[src/rtl/ahblite_led_pwm.sv]
// AHB-Lite slave driving NUM_CH PWM LEDs with period-aligned duty shadows.
// Define LED_PWM_BLINK_EN to add the per-channel BLINK bit (DUTY_i[16]) and blink phase logic.

module ahblite_led_pwm #(
  parameter int NUM_CH = 4,
  parameter int PWM_W  = 8,
  parameter int PRE_W  = 16
) (
  input  logic              HCLK,
  input  logic              HRESETn,
  input  logic              HSEL,
  input  logic [31:0]       HADDR,
  input  logic [1:0]        HTRANS,
  input  logic              HWRITE,
  input  logic [2:0]        HSIZE,
  input  logic [3:0]        HPROT,
  input  logic [31:0]       HWDATA,
  input  logic              HREADY,
  output logic              HREADYOUT,
  output logic              HRESP,
  output logic [31:0]       HRDATA,
  output logic [NUM_CH-1:0] led
);

  localparam logic [5:0] ADDR_CTRL  = 6'd0;
  localparam logic [5:0] ADDR_PRESC = 6'd1;
  localparam logic [5:0] ADDR_STAT  = 6'd2;
  localparam logic [5:0] ADDR_DUTY0 = 6'd4;

  logic             dp_valid;
  logic             dp_write;
  logic [5:0]       dp_addr;
  logic             wr_en;
  logic             presc_wr;
  logic             en;
  logic [PRE_W-1:0] presc;
  logic [PRE_W-1:0] pre_cnt;
  logic [PWM_W-1:0] pwm_cnt;
  logic             tick;
  logic             wrap;
  logic [PWM_W-1:0] duty   [NUM_CH];
  logic [PWM_W-1:0] shadow [NUM_CH];
  logic [NUM_CH-1:0] gate;
  logic [NUM_CH-1:0] led_next;
  logic [31:0]      rdata;
  logic             unused_bits;

  assign HREADYOUT   = 1'b1;
  assign HRESP       = 1'b0;
  assign unused_bits = ^{HSIZE, HPROT, HADDR[31:8], HADDR[1:0], HTRANS[0], HWDATA};

  // Address phase capture; the data phase only advances while the bus is ready.
  always_ff @(posedge HCLK or negedge HRESETn) begin
    if (!HRESETn) begin
      dp_valid <= 1'b0;
      dp_write <= 1'b0;
      dp_addr  <= '0;
    end else if (HREADY) begin
      dp_valid <= HSEL & HTRANS[1];
      dp_write <= HWRITE;
      dp_addr  <= HADDR[7:2];
    end
  end

  assign wr_en    = dp_valid & dp_write & HREADY;
  assign presc_wr = wr_en & (dp_addr == ADDR_PRESC);

  always_ff @(posedge HCLK or negedge HRESETn) begin
    if (!HRESETn) begin
      en    <= 1'b0;
      presc <= '0;
    end else if (wr_en) begin
      case (dp_addr)
        ADDR_CTRL:  en    <= HWDATA[0];
        ADDR_PRESC: presc <= HWDATA[PRE_W-1:0];
        default: ;
      endcase
    end
  end

  always_ff @(posedge HCLK or negedge HRESETn) begin
    if (!HRESETn) begin
      for (int i = 0; i < NUM_CH; i++) duty[i] <= '0;
    end else begin
      for (int i = 0; i < NUM_CH; i++)
        if (wr_en && dp_addr == ADDR_DUTY0 + 6'(i)) duty[i] <= HWDATA[PWM_W-1:0];
    end
  end

  assign tick = en & (pre_cnt == presc);
  assign wrap = tick & (pwm_cnt == '1);

  // A PRESC write restarts the prescale interval so the new value takes effect cleanly.
  always_ff @(posedge HCLK or negedge HRESETn) begin
    if (!HRESETn) begin
      pre_cnt <= '0;
      pwm_cnt <= '0;
    end else if (!en) begin
      pre_cnt <= '0;
      pwm_cnt <= '0;
    end else begin
      if (presc_wr || tick) pre_cnt <= '0;
      else                  pre_cnt <= pre_cnt + PRE_W'(1);
      if (tick)             pwm_cnt <= pwm_cnt + PWM_W'(1);
    end
  end

  // Shadows follow DUTY while disabled and otherwise reload only at the period boundary.
  always_ff @(posedge HCLK or negedge HRESETn) begin
    if (!HRESETn) begin
      for (int i = 0; i < NUM_CH; i++) shadow[i] <= '0;
    end else if (!en || wrap) begin
      for (int i = 0; i < NUM_CH; i++) shadow[i] <= duty[i];
    end
  end

`ifdef LED_PWM_BLINK_EN
  logic [NUM_CH-1:0] blink;
  logic [3:0]        blink_cnt;
  logic              phase;

  always_ff @(posedge HCLK or negedge HRESETn) begin
    if (!HRESETn) begin
      blink <= '0;
    end else begin
      for (int i = 0; i < NUM_CH; i++)
        if (wr_en && dp_addr == ADDR_DUTY0 + 6'(i)) blink[i] <= HWDATA[16];
    end
  end

  // Phase flips after every 16 completed PWM periods.
  always_ff @(posedge HCLK or negedge HRESETn) begin
    if (!HRESETn) begin
      blink_cnt <= '0;
      phase     <= 1'b0;
    end else if (!en) begin
      blink_cnt <= '0;
      phase     <= 1'b0;
    end else if (wrap) begin
      blink_cnt <= blink_cnt + 4'd1;
      if (blink_cnt == 4'hF) phase <= ~phase;
    end
  end

  assign gate = blink & {NUM_CH{phase}};
`else
  assign gate = '0;
`endif

  always_comb begin
    led_next = '0;
    for (int i = 0; i < NUM_CH; i++)
      led_next[i] = en & (pwm_cnt < shadow[i]) & ~gate[i];
  end

  always_ff @(posedge HCLK or negedge HRESETn) begin
    if (!HRESETn) led <= '0;
    else          led <= led_next;
  end

  always_comb begin
    rdata = '0;
    if (dp_valid && !dp_write) begin
      case (dp_addr)
        ADDR_CTRL:  rdata[0]          = en;
        ADDR_PRESC: rdata[PRE_W-1:0]  = presc;
        ADDR_STAT:  rdata[PWM_W-1:0]  = pwm_cnt;
        default: ;
      endcase
      for (int i = 0; i < NUM_CH; i++) begin
        if (dp_addr == ADDR_DUTY0 + 6'(i)) begin
          rdata[PWM_W-1:0] = duty[i];
`ifdef LED_PWM_BLINK_EN
          rdata[16] = blink[i];
`endif
        end
      end
    end
  end

  assign HRDATA = rdata;

endmodule
[config.mk]
export PLATFORM = sky130hd
export DESIGN_NAME = ahblite_led_pwm
export DESIGN_NICKNAME = d
export VERILOG_FILES = /design/src/rtl/ahblite_led_pwm.sv
export SDC_FILE = /design/constraint.sdc
export NUM_CORES = 1
export LEC_CHECK = 0
export CAP_MARGIN = 20
export CORE_UTILIZATION = 30
export DETAILED_ROUTE_END_ITERATION = 8
export PLACE_DENSITY = 0.57
export SYNTH_ARGS = -nofsm -noshare
export SYNTH_HDL_FRONTEND = slang
export SYNTH_SLANG_ARGS = --single-unit
[constraint.sdc]
create_clock -name HCLK -period 2.7 [get_ports HCLK]
set_input_delay 0.405 -clock HCLK [delete_from_list [all_inputs] [get_ports HCLK]]
set_output_delay 0.405 -clock HCLK [all_outputs]
set_load 0.01 [all_outputs]
==> results.txt <==
Min Clock Period, post-route: 2750 ps
Rows: 52
number of synthesized flops with an enable pin: 0
worst min-delay path class: in -> async
CTS tree: done
core area: 20400 sq um
most numerous cell in the Yosys netlist: dfrtp_1
Final ANT Viol Nets: 0
Mapped Area: 6270 sq um
fin crit share: 1.02
synth unique cells: 45
Detail Placement HPWL: 11000 um
# setup viols final: 3
synth warn: 0
Initial Util: 0.308
R2R setup slack: 110 ps
Fill cells: 1948
worst slew pin tran: 658 ps
slew margin rel.: 0.556
fin cells: 905
first-pass GRT wire length: 23800 um
mean post-synth cell area: 11.5 sq um
f_max: 0.364 GHz
Iter 0 DRT Violations: 165
H-tree levels: 4
DRT Wirelength: 14800 um
clk root buf: clkbuf_16
die area: 21500 sq um
final core occ: 0.384
worst-case reg-to-reg path depth: 6
clock-pin slew on the worst setup and hold paths: 50 ps
CTS buffer count: 17
unrepaired setup endpoints after global routing: true
dpl cells: 868
arrival time worst endpoint: 2350 ps
# nets final: 730
initial antenna violation count: 0
Top Ports: 116
Synth area leaders: dfrtp_1, mux2_2, mux2_4
via count of the first global-routing pass: 4472
Max VDD drop: 475 uV
P per Cell Area: 740 nW/um^2
global route total overflow: 0
reg2reg start: pre_cnt[10]
slack of the critical path: -50.4 ps
placer congestion estimate: 0.816
leading area contributor after synthesis: dfrtp_1
Worst Path Class, Setup: reg -> out
Die H: 147 um
worst skew pair latency: 420 ps
Pre-antenna DRT Iters: 6
Max Slew Vio Count: 0
die width: 147 um
Max Cap Viol: 0
layout cells sized above 1: 0.282
status: finished with violations
synthesis-to-finish area growth: 24.7%
Vias: 4327
crit path capture type: output pin
share of the synthesized area in the top cell type: 0.467
DRC viols: 0
WL/cell: 16.3 um
Final Hold Viols: 0
GRT Overall Usage: 0.146
ys async rst share: 1.00
Mapped Cells: 544
failing checks: setup timing
post-synthesis sequential area ratio: 0.467
pre-CTS setup slack: -98.6 ps
port bufs: 47
Worst Skew: 10.2 ps
Sink Count: 117
ys flop type: dfrtp_1
clock buffer depth: 2
Ant. Diodes: 0
reg2reg end: shadow[20]
vias per cell: 4.78
Critical Path RT: 2300 ps
CP Launch Type: register
commonest cells in the netlist: dfrtp_1, mux2_2, inv_1
Leakage Power: 3.69 nW
Synth Register Bits: 117
largest net degree at the start of global routing: 71
worst-path maximum fanout: 6
## worst max-delay path by stage
stage | start | endpoint | slack (ps) | cells after the start
global placement | dp_addr[5] | HRDATA[3] | -100 | 7
global route | dp_addr[2] | HRDATA[5] | -110 | 8
CTS | dp_addr[2] | HRDATA[3] | -100 | 7
floorplan | dp_addr[5] | HRDATA[6] | 350 | 6
detailed placement | dp_addr[5] | HRDATA[3] | -100 | 7
finish | dp_addr[2] | HRDATA[4] | -50 | 8
## flip-flops by register name, summed over array words and instances (netlist names)
| register | cells |
|---|---|
| duty | 32 |
| shadow | 32 |
| pre_cnt | 16 |
| presc | 16 |
| pwm_cnt | 8 |
| dp_addr | 6 |
| led | 4 |
| dp_valid | 1 |
| dp_write | 1 |
| en | 1 |
## final cells by class
class | instances | area (sq um) | share of cell area
repair buffers | 79 | 674 | 0.0863
flip-flops and latches | 117 | 2930 | 0.374
multi-input cells | 369 | 3090 | 0.396
clock buffers | 20 | 467 | 0.0597
clock inverters | 12 | 176 | 0.0226
well taps | 270 | 338 | 0.0432
inverters | 38 | 143 | 0.0182
## logic make-up (layout without fill, tap and decap cells)
logic type / count (synthesis) / after routing / synth area share
AOI/OAI and AO/OA: 72 / 72 / 0.0812
xor gates and xnor gates: 31 / 31 / 0.0433
adders and majority gates: 30 / 30 / 0.0598
buffers and inverters: 74 / 149 / 0.0590
DFF: 117 / 117 / 0.467
muxes: 96 / 96 / 0.189
other: 2 / 18 / 0.00120
and+or+nand+nor: 122 / 122 / 0.100
## power breakdown
part / total [mW] / internal, mW / leakage, nW / switching (mW)
clock: 2.43 / 1.61 / 0.312 / 0.811
sequential: 2.15 / 1.93 / 1.59 / 0.225
combinational: 1.21 / 0.566 / 1.79 / 0.643
total: 5.79 / 4.11 / 3.69 / 1.68
## per-stage QoR
step                hold WS, ps  area (sq um)  total power, mW  setup TNS (ps)
floorplan                   109          6330             2.90               0
global placement            324          7130             3.34            -151
detailed placement          335          7130             3.39            -185
CTS                         450          7810             5.85            -452
global route                467          7820             6.08            -713
finish                      442          7820             5.79           -95.4
## layout by cell type, fill, tap and decap left out, types with 9 or more instances in the layout
| cell type | instances |
|---|---|
| a21oi_1 | 12 |
| and3_1 | 11 |
| buf_4 | 29 |
| clkbuf_16 | 17 |
| clkdlybuf4s50_1 | 30 |
| conb_1 | 18 |
| dfrtp_1 | 117 |
| ha_1 | 30 |
| inv_1 | 38 |
| mux2_2 | 57 |
| mux2_4 | 30 |
| mux2i_1 | 9 |
| nand2_1 | 32 |
| nand3_1 | 10 |
| nor2_1 | 27 |
| o21ai_0 | 9 |
| xor2_1 | 27 |
## what timing repair did
| item | 4_1_cts | 5_1_grt |
|---|---|---|
| pin swaps | 13 | 8 |
| gates resized for setup | 50 | 14 |
| setup endpoints to repair | 16 | 13 |
| hold buffers | 1 | 0 |
| setup buffers | 3 | 1 |
| endpoints found under the hold margin | 21 | 0 |
## per-layer routing
metal	vias up	share of wire	GRT usage	routed length, um
li1	2048	-	-	-
met1	2154	0.44	0.176	6560
met2	88	0.50	0.247	7420
met3	37	0.028	0.0331	414
met4	0	0.027	0.0661	397
met5	-	0	0	0
## critical path, cell delays in order, from the launching register on
cell	delay [ps]
dfrtp_1	370
or4_4	570
nor2_2	140
buf_6	140
buf_4	120
a22o_1	150
a211oi_2	40
o22ai_1	220
buf_2	180
Note: power is estimated with default switching activity, not from simulation.
